===== src/rtl/led_sequencer_if.sv =====
`default_nettype none
// ============================================================================
//  Module      : led_sequencer_if
//  Description : Control and LED signal bundle for led_sequencer. The master
//                side drives enable/mode/load/pattern; the slave side (the
//                sequencer) drives the eight LED lines and the step tick.
//  Revision    : 1.0  initial release
// ============================================================================
interface led_sequencer_if;
    logic       en;
    logic [1:0] mode;
    logic       load;
    logic [7:0] pat_in;
    logic       LED0;
    logic       LED1;
    logic       LED2;
    logic       LED3;
    logic       LED4;
    logic       LED5;
    logic       LED6;
    logic       LED7;
    logic       tick;

    modport master (
        output en, mode, load, pat_in,
        input  LED0, LED1, LED2, LED3, LED4, LED5, LED6, LED7, tick
    );

    modport slave (
        input  en, mode, load, pat_in,
        output LED0, LED1, LED2, LED3, LED4, LED5, LED6, LED7, tick
    );
endinterface
`default_nettype wire


===== src/rtl/led_sequencer.sv =====
`default_nettype none
// ============================================================================
//  Module      : led_sequencer
//  Description : Eight-LED pattern sequencer. A prescaler counts enabled
//                clocks and every DIV_MAX of them advances the registered
//                pattern according to the selected mode (static, rotate,
//                ping-pong, blink). A one-cycle tick accompanies each step.
//  Revision    : 1.0  initial release
// ============================================================================
module led_sequencer #(
    parameter int         DIV_WIDTH = 22,
    parameter int         DIV_MAX   = 3000000,
    parameter logic [7:0] RESET_PAT = 8'h33
) (
    input  wire logic       clk,
    input  wire logic       rstn,
    led_sequencer_if.slave  bus
);

    // Last count value before the prescaler wraps and a step occurs.
    localparam logic [DIV_WIDTH-1:0] c_CNT_LAST = DIV_WIDTH'(DIV_MAX - 1);
    localparam logic [DIV_WIDTH-1:0] c_CNT_ONE  = DIV_WIDTH'(1);

    localparam logic [1:0] c_MODE_STATIC = 2'd0;
    localparam logic [1:0] c_MODE_ROTATE = 2'd1;
    localparam logic [1:0] c_MODE_PINGPONG = 2'd2;
    localparam logic [1:0] c_MODE_BLINK  = 2'd3;

    // Ping-pong travel direction; "left" moves the lit bit toward LED7.
    typedef enum logic {
        DIR_LEFT  = 1'b0,
        DIR_RIGHT = 1'b1
    } dir_t;

    logic [DIV_WIDTH-1:0] r_cnt;
    logic [7:0]           r_led_q;
    logic [7:0]           r_base;
    dir_t                 r_dir;
    logic                 r_tick;

    logic                 w_step;
    logic [DIV_WIDTH-1:0] w_cnt_next;
    logic [7:0]           w_step_led;
    dir_t                 w_step_dir;

    // Prescaler wrap detection and next count value.
    always_comb begin
        w_step     = bus.en && (r_cnt == c_CNT_LAST);
        w_cnt_next = w_step ? '0 : (r_cnt + c_CNT_ONE);
    end

    // Pattern and direction that a step would produce in the current mode.
    always_comb begin
        w_step_led = r_led_q;
        w_step_dir = r_dir;
        case (bus.mode)
            c_MODE_STATIC: begin
                w_step_led = r_led_q;
            end
            c_MODE_ROTATE: begin
                w_step_led = {r_led_q[6:0], r_led_q[7]};
            end
            c_MODE_PINGPONG: begin
                // An all-zero pattern shifts to zero either way, so it stays dark.
                if (r_dir == DIR_LEFT) begin
                    if (r_led_q[7]) begin
                        w_step_dir = DIR_RIGHT;
                        w_step_led = r_led_q >> 1;
                    end else begin
                        w_step_led = r_led_q << 1;
                    end
                end else begin
                    if (r_led_q[0]) begin
                        w_step_dir = DIR_LEFT;
                        w_step_led = r_led_q << 1;
                    end else begin
                        w_step_led = r_led_q >> 1;
                    end
                end
            end
            c_MODE_BLINK: begin
                w_step_led = (r_led_q == 8'h00) ? r_base : 8'h00;
            end
            default: begin
                w_step_led = r_led_q;
            end
        endcase
    end

    // State update: reset beats load, load beats a coincident step.
    always_ff @(posedge clk) begin
        if (!rstn) begin
            r_cnt   <= '0;
            r_led_q <= RESET_PAT;
            r_base  <= RESET_PAT;
            r_dir   <= DIR_LEFT;
            r_tick  <= 1'b0;
        end else if (bus.load) begin
            r_cnt   <= '0;
            r_led_q <= bus.pat_in;
            r_base  <= bus.pat_in;
            r_dir   <= DIR_LEFT;
            r_tick  <= 1'b0;
        end else begin
            r_tick <= w_step;
            if (bus.en) begin
                r_cnt <= w_cnt_next;
            end
            if (w_step) begin
                r_led_q <= w_step_led;
                r_dir   <= w_step_dir;
            end
        end
    end

    assign bus.LED0 = r_led_q[0];
    assign bus.LED1 = r_led_q[1];
    assign bus.LED2 = r_led_q[2];
    assign bus.LED3 = r_led_q[3];
    assign bus.LED4 = r_led_q[4];
    assign bus.LED5 = r_led_q[5];
    assign bus.LED6 = r_led_q[6];
    assign bus.LED7 = r_led_q[7];
    assign bus.tick = r_tick;

endmodule
`default_nettype wire


===== src/flat_wrapper.sv =====
// flat-port wrapper written by rule: the top's interface ports become plain ports
module led_sequencer_flat 
#(
    parameter int         DIV_WIDTH = 22,
    parameter int         DIV_MAX   = 3000000,
    parameter logic [7:0] RESET_PAT = 8'h33
)
  (clk, rstn, bus_en, bus_mode, bus_load, bus_pat_in, bus_LED0, bus_LED1, bus_LED2, bus_LED3, bus_LED4, bus_LED5, bus_LED6, bus_LED7, bus_tick);
  led_sequencer_if bus_i ();
  input  wire logic clk;
  input  wire logic rstn;
  input wire logic [$bits(bus_i.en)-1:0] bus_en;
  input wire logic [$bits(bus_i.mode)-1:0] bus_mode;
  input wire logic [$bits(bus_i.load)-1:0] bus_load;
  input wire logic [$bits(bus_i.pat_in)-1:0] bus_pat_in;
  output wire logic [$bits(bus_i.LED0)-1:0] bus_LED0;
  output wire logic [$bits(bus_i.LED1)-1:0] bus_LED1;
  output wire logic [$bits(bus_i.LED2)-1:0] bus_LED2;
  output wire logic [$bits(bus_i.LED3)-1:0] bus_LED3;
  output wire logic [$bits(bus_i.LED4)-1:0] bus_LED4;
  output wire logic [$bits(bus_i.LED5)-1:0] bus_LED5;
  output wire logic [$bits(bus_i.LED6)-1:0] bus_LED6;
  output wire logic [$bits(bus_i.LED7)-1:0] bus_LED7;
  output wire logic [$bits(bus_i.tick)-1:0] bus_tick;
  assign bus_i.en = bus_en;
  assign bus_i.mode = bus_mode;
  assign bus_i.load = bus_load;
  assign bus_i.pat_in = bus_pat_in;
  assign bus_LED0 = bus_i.LED0;
  assign bus_LED1 = bus_i.LED1;
  assign bus_LED2 = bus_i.LED2;
  assign bus_LED3 = bus_i.LED3;
  assign bus_LED4 = bus_i.LED4;
  assign bus_LED5 = bus_i.LED5;
  assign bus_LED6 = bus_i.LED6;
  assign bus_LED7 = bus_i.LED7;
  assign bus_tick = bus_i.tick;
  led_sequencer #(.DIV_WIDTH(DIV_WIDTH), .DIV_MAX(DIV_MAX), .RESET_PAT(RESET_PAT)) u_core (.clk(clk), .rstn(rstn), .bus(bus_i));
endmodule

===== config.mk =====
export PLATFORM = sky130hd
export DESIGN_NAME = led_sequencer_flat
export DESIGN_NICKNAME = d
export VERILOG_FILES = /design/src/rtl/led_sequencer_if.sv /design/src/rtl/led_sequencer.sv /design/src/flat_wrapper.sv
export SDC_FILE = /design/constraint.sdc
export NUM_CORES = 1
export LEC_CHECK = 0
export ABC_AREA = 1
export BUFFER_PORTS_ARGS = -buffer_cell sky130_fd_sc_hd__buf_2
export CAP_MARGIN = 40
export CELL_PAD_IN_SITES_DETAIL_PLACEMENT = 1
export CELL_PAD_IN_SITES_GLOBAL_PLACEMENT = 1
export CORE_ASPECT_RATIO = 0.8
export CORE_MARGIN = 3
export CORE_UTILIZATION = 39
export CTS_BUF_LIST = sky130_fd_sc_hd__clkbuf_4
export CTS_CLUSTER_DIAMETER = 80
export DETAILED_ROUTE_END_ITERATION = 8
export PLACE_DENSITY = 0.87
export SYNTH_ARGS = -nofsm -noshare
export SYNTH_HDL_FRONTEND = slang
export SYNTH_SLANG_ARGS = --single-unit

===== constraint.sdc =====
create_clock -name clk -period 1.8 [get_ports clk]
set_clock_uncertainty 0.2 [all_clocks]
set_input_delay 0.36 -clock clk [delete_from_list [all_inputs] [get_ports clk]]
set_output_delay 0.36 -clock clk [all_outputs]
set_load 0.1 [all_outputs]

==> flow_summary.yaml, run 1 <==
grt:
  use_met1_pct: 30.7
  grt_max_degree: 18
  antenna_found_initial: 0
  groute.usage.overall_pct: 21.1
  grt_pass1_vias: 2297
  grt-ovfl-total: 0
  grt_pass1_wl_um: 11400
  grtUsageMet2_pct: 32.7
  grtUsageMet3_pct: 3.44
  top_usage_layer: "met2"
sta:
  max_slew_margin_pct: 67.5
  min_period_over_period_pct: 99.2
  setup_viol: 0
  slew_viol_final: 0
  clock.fmax_ghz: 0.560
  rsz0062_at_grt: "true"
  worst_slew_pin_slew_ns: 0.491
  hold_viol_final: 0
  fin_crit_ns: 1.78
routing:
  detail-route-antenna-nets: 0
  vias: 2457
  dr.pass1.iters: 4
  drt_iter0_drc: 153
  via_per_inst: 5.10
  drc: 0
  drt-wirelength-per-cell_um: 15.8
  routed_wl_um: 7600
floorplanning:
  rows: 24
  fp.dieW_um: 91.6
  start_util_pct: 41.1
  core_mm2: 0.00556
  die_h_um: 74.4
  design.die.area_mm2: 0.00681
  ios: 23
place:
  port_buffers: 22
  dpl.hpwl_um: 5420
  gp_congestion: 0.864
critical_path:
  critPathSlowestCell: "buf_2"
  cp-end-kind: "output pin"
  cp.required_ns: 1.24
  crit_family: "buffers and inverters"
  ff2ff_setup_slack_ns: 0.05
  timing.rr.start: "u_core.r_cnt[1]"
  cp_num_buf_inv: 1
  path_class: "flip-flop to output pin"
  r2r_end: "u_core.r_cnt[11]"
  start_kind: "flip-flop"
  cp.arrival_ns: 1.22
  crit_path_max_fanout: 4
  slowest_delay_ns: 0.45
  crit_chain: "buf_2"
  crit_end: "bus_LED6"
  rr_worst_depth: 8
  crit_cells: 1
  startpoint: "u_core.r_led_q[6]"
yosys:
  synth_nets: 375
  syn_area_mm2: 0.00228
  yosys_register_bits: 40
  synthCells: 360
  synth_cell_types: 31
  yosysSeqAreaShare_pct: 35.1
  syn_avg_cell_area_um2: 6.34
  yosys_warnings: 0
cts:
  h-tree-depth: 2
  postCtsHoldBufs: 0
  tritoncts: "yes"
  cts_sinks: 40
  clock_path_buffers: 2
  cts_buffers: 5
  clk_pin_slew_worst_paths_ns: 0.13
  root_buffer: "clkbuf_4"
  clkLatencyLatePin_ns: 0.37
finish:
  drive_above_1_share_pct: 24.5
  syn2layout_area_growth_pct: 22.6
  final_cell_mix: "98 x nand2_1, 55 x nor2_1, 43 x inv_1"
  fin_util_pct: 50.4
  fillers: 767
  final_common_cell: "nand2_1"
  layout.nets: 418
  n_antenna_cell: 0
power:
  leakage_nw: 1.37
  fin_total_pwr_mw: 1.91
  ir_drop_mv: 0.548
  power_density_mw_per_mm2: 682
flow_run:
  drv_cap: 0
status:
  status: "complete, no violations"
hold_path:
  hold_path_class: "input port to flip-flop"
[state kept, by name, summed over array words and instances (netlist names)]
signal           count
u_core.r_dir         1
u_core.r_led_q       8
u_core.bus.tick      1
u_core.r_cnt        22
u_core.r_base        8
[where the power goes]
part | switching, mW | total [mW] | internal (mW)
registers | 0.0289 | 0.942 | 0.913
logic | 0.246 | 0.342 | 0.0958
clock network | 0.335 | 0.624 | 0.290
total | 0.610 | 1.91 | 1.30
[layout make-up]
| type | instances | area [um2] | area share (%) |
|---|---|---|---|
| Sequential cell | 40 | 822 | 29.4 |
| Clock inverter | 3 | 42.5 | 1.52 |
| Timing Repair Buffer | 41 | 277 | 9.87 |
| Inverter | 49 | 186 | 6.66 |
| Tap cell | 78 | 97.6 | 3.49 |
| Multi-Input combinational cell | 266 | 1340 | 47.8 |
| Clock buffer | 5 | 37.5 | 1.34 |
[synth_stat cells]
cell	number	area (um2)
nand3_1	39	195
nand3_2	1	10.0
inv_1	44	165
nand2_1	103	387
dfxtp_1	40	801
a31oi_1	1	6.26
inv_2	4	15.0
a211oi_1	2	15.0
nand3b_1	3	22.5
o22ai_1	3	18.8
nor2_8	1	20.0
o211ai_1	1	7.51
a21oi_1	11	55.1
nor2_2	3	18.8
nand3_4	1	17.5
or2_2	1	6.26
nor2_4	3	33.8
clkbuf_1	3	11.3
buf_4	1	7.51
nand2_4	3	33.8
nor3_1	10	50.1
o21ai_0	8	40.0
o211a_1	2	20.0
a21o_1	1	7.51
nand2_2	5	31.3
ha_1	1	12.5
nand4_1	3	18.8
clkinv_1	1	3.75
nor2_1	59	221
buf_6	1	11.3
nand3b_4	1	20.0
[per-stage QoR]
stage | instance area (um2) | hold WS (ns) | setup WS, ns | std cells | TNS [ns]
floorplan | 2290 | 0.217 | 0.0201 | 360 | 0
global placement | 2550 | 0.239 | 0.0957 | 466 | 0
detailed placement | 2550 | 0.252 | -0.0637 | 466 | -0.237
CTS | 2640 | 0.0229 | -0.0114 | 474 | -0.0114
global route | 2800 | 0.0311 | -0.0867 | 482 | -0.400
finish | 2800 | 0.0379 | 0.0151 | 482 | 0
[how the worst min path moves through the flow]
stage	cells past startpoint	slack (ns)	end	start
CTS	3	0.02	u_core.r_base[1]	bus_pat_in[1]
global placement	2	0.24	u_core.r_base[1]	u_core.r_base[1]
global route	3	0.03	u_core.r_base[0]	bus_pat_in[0]
floorplan	2	0.22	u_core.r_base[0]	u_core.r_base[0]
detailed placement	2	0.25	u_core.r_base[1]	u_core.r_base[1]
finish	3	0.04	u_core.r_base[0]	bus_pat_in[0]
[cells by family after synthesis]
| group | share of synthesized area [%] |
|---|---|
| DFF | 35.1 |
| adders and majority gates | 0.548 |
| AOI/OAI and AO/OA | 7.45 |
| and+or+nand+nor | 47.6 |
| buffers and inverters | 9.37 |
[timing repair]
action | in CTS | in global routing
setup buffers | 0 | 8
pin swaps | 1 | 12
resized for setup | 3 | 34
setup endpoints to repair | 11 | 25
[worst min-delay path, stage by stage]
cell,delay [ns]
buf_2,0.08
nand2_1,0.05
nand3_1,0.09
[routing by layer]
metal	vias up	wire length, um
li1	1219	-
met1	1189	3730
met2	44	3490
met3	5	327
met4	0	55
met5	-	0
Note: power is estimated with default switching activity, not from simulation.
==> run 2, diff against run 1 <==
--- a/config.mk
+++ b/config.mk
@@ -11,12 +11,12 @@
 export CELL_PAD_IN_SITES_DETAIL_PLACEMENT = 1
 export CELL_PAD_IN_SITES_GLOBAL_PLACEMENT = 1
 export CORE_ASPECT_RATIO = 0.8
-export CORE_MARGIN = 3
 export CORE_UTILIZATION = 39
 export CTS_BUF_LIST = sky130_fd_sc_hd__clkbuf_4
 export CTS_CLUSTER_DIAMETER = 80
 export DETAILED_ROUTE_END_ITERATION = 8
 export PLACE_DENSITY = 0.87
+export RECOVER_POWER = 100
 export SYNTH_ARGS = -nofsm -noshare
 export SYNTH_HDL_FRONTEND = slang
 export SYNTH_SLANG_ARGS = --single-unit
==> flow_summary.yaml, run 2 (synthesis gave the netlist of run 1 again) <==
status:
  status: "complete, no violations"
place:
  dpl.hpwl_um: 5400
  gp_congestion: 0.862
  port_buffers: 22
floorplanning:
  die_h_um: 70.4
  design.die.area_mm2: 0.00617
  core_mm2: 0.00556
  start_util_pct: 41.1
  fp.dieW_um: 87.6
  rows: 24
  ios: 23
critical_path:
  start_kind: "flip-flop"
  path_class: "flip-flop to flip-flop"
  cp.required_ns: 1.84
  cp.arrival_ns: 1.82
  crit_path_max_fanout: 5
  cp-end-kind: "flip-flop"
power:
  leakage_nw: 1.32
  power_density_mw_per_mm2: 643
  ir_drop_mv: 0.399
sta:
  whs_ns: 0.0466
  clock.fmax_ghz: 0.562
  rsz0062_at_grt: "true"
  hold_viol_final: 0
  min_period_over_period_pct: 98.8
  max_slew_margin_pct: 66.7
  setup_viol: 0
  fin_crit_ns: 1.78
  slew_viol_final: 0
  worst_slew_pin_slew_ns: 0.503
routing:
  drt-wirelength-per-cell_um: 15.2
  drt_iter0_drc: 121
  routed_wl_um: 7330
  detail-route-antenna-nets: 0
  vias: 2458
  via_per_inst: 5.11
  drc: 0
  dr.pass1.iters: 4
hold_path:
  hold_path_class: "input port to flip-flop"
grt:
  grt_max_degree: 18
  groute.usage.overall_pct: 24.5
  antenna_found_initial: 0
  grt-ovfl-total: 0
  grt_pass1_wl_um: 11700
  grt_pass1_vias: 2451
finish:
  fillers: 745
  syn2layout_area_growth_pct: 19.9
  top_register: "u_core.r_cnt"
  drive_above_1_share_pct: 23.6
  largest_reg_flops: 22
  final_cell_mix: "100 x nand2_1, 55 x nor2_1, 43 x inv_1"
  reg_top3: "u_core.r_cnt (22), u_core.r_base (8), u_core.r_led_q (8)"
  fin_util_pct: 49.3
  n_antenna_cell: 0
  layout.nets: 417
  final_common_cell: "nand2_1"
cts:
  clk_pin_slew_worst_paths_ns: 0.14
  root_buffer: "clkbuf_4"
  clock_path_buffers: 2
  clkLatencyLatePin_ns: 0.36
  tritoncts: "yes"
  cts_sinks: 40
  h-tree-depth: 2
  cts_buffers: 5
flow_run:
  drv_cap: 0
-- run 2: cell count changes in the layout (fill, tap and decap cells not counted), sizes merged --
cell / before / now
bufinv: 1 / 0
-- run 2: layout make-up --
class	instances	area [um2]	share of cell area, %
tap	78	97.6	3.56
sequential	40	820	29.9
inverter	49	186	6.81
timing repair buffer	40	251	9.18
clock inverter	2	11.3	0.411
clock buffer	6	45.0	1.64
multi-input combinational	266	1330	48.5
-- run 2: metrics by stage --
| step | TNS, ns | cell area [um2] | setup WS [ns] | total power, mW | cells |
|---|---|---|---|---|---|
| final | 0 | 2740 | 0.0221 | 1.76 | 481 |
| after global routing | -0.418 | 2740 | -0.0619 | 1.83 | 481 |
| after CTS | -0.0268 | 2610 | -0.0138 | 1.74 | 474 |
| after detailed placement | -0.120 | 2550 | -0.0601 | 1.28 | 466 |
| after global placement | 0 | 2550 | 0.0703 | 1.26 | 466 |
| after floorplan | 0 | 2290 | 0.0201 | 1.18 | 360 |
-- run 2: path summary, 6_finish.rpt --
check                         from                to  slack [ns]  cells after the start
setup / recovery   u_core.r_cnt[0]  u_core.r_cnt[20]        0.02                     10
hold / removal       bus_pat_in[0]  u_core.r_base[0]        0.05                      3
setup reg to reg   u_core.r_cnt[0]  u_core.r_cnt[20]        0.02                     10
hold reg to reg   u_core.r_base[0]  u_core.r_base[0]        0.28                      2
-- run 2: where the power goes --
group / switching (mW) / internal [mW] / leakage [nW]
sequential: 0.0271 / 0.914 / 0.329
clock: 0.316 / 0.164 / 0.0293
combinational: 0.248 / 0.0915 / 0.966
-- run 2: critical path: stages (launching register included) --
cell     delay [ns]
dfxtp_4        0.40
ha_4           0.15
nand2_4        0.07
inv_2          0.09
nand2_2        0.09
nor2_4         0.12
nand2_2        0.09
nor2_4         0.19
nand3_2        0.09
nor2_1         0.11
nor2_1         0.06
-- run 2: timing repair --
| item | in CTS | in global routing |
|---|---|---|
| resized for setup | 2 | 26 |
| setup endpoints to repair | 12 | 22 |
| pin swaps | 1 | 9 |
| hold buffers | 0 | 0 |
| buffers inserted | 0 | 7 |
-- run 2: metal layers --
metal  wire [um]  up-vias  global-route usage (%)
met4          51        0                    6.01
li1            -     1217                       -
met5           0        -                       0
met1        3650     1180                    35.6
met3         349        7                    5.56
met2        3280       54                    36.5
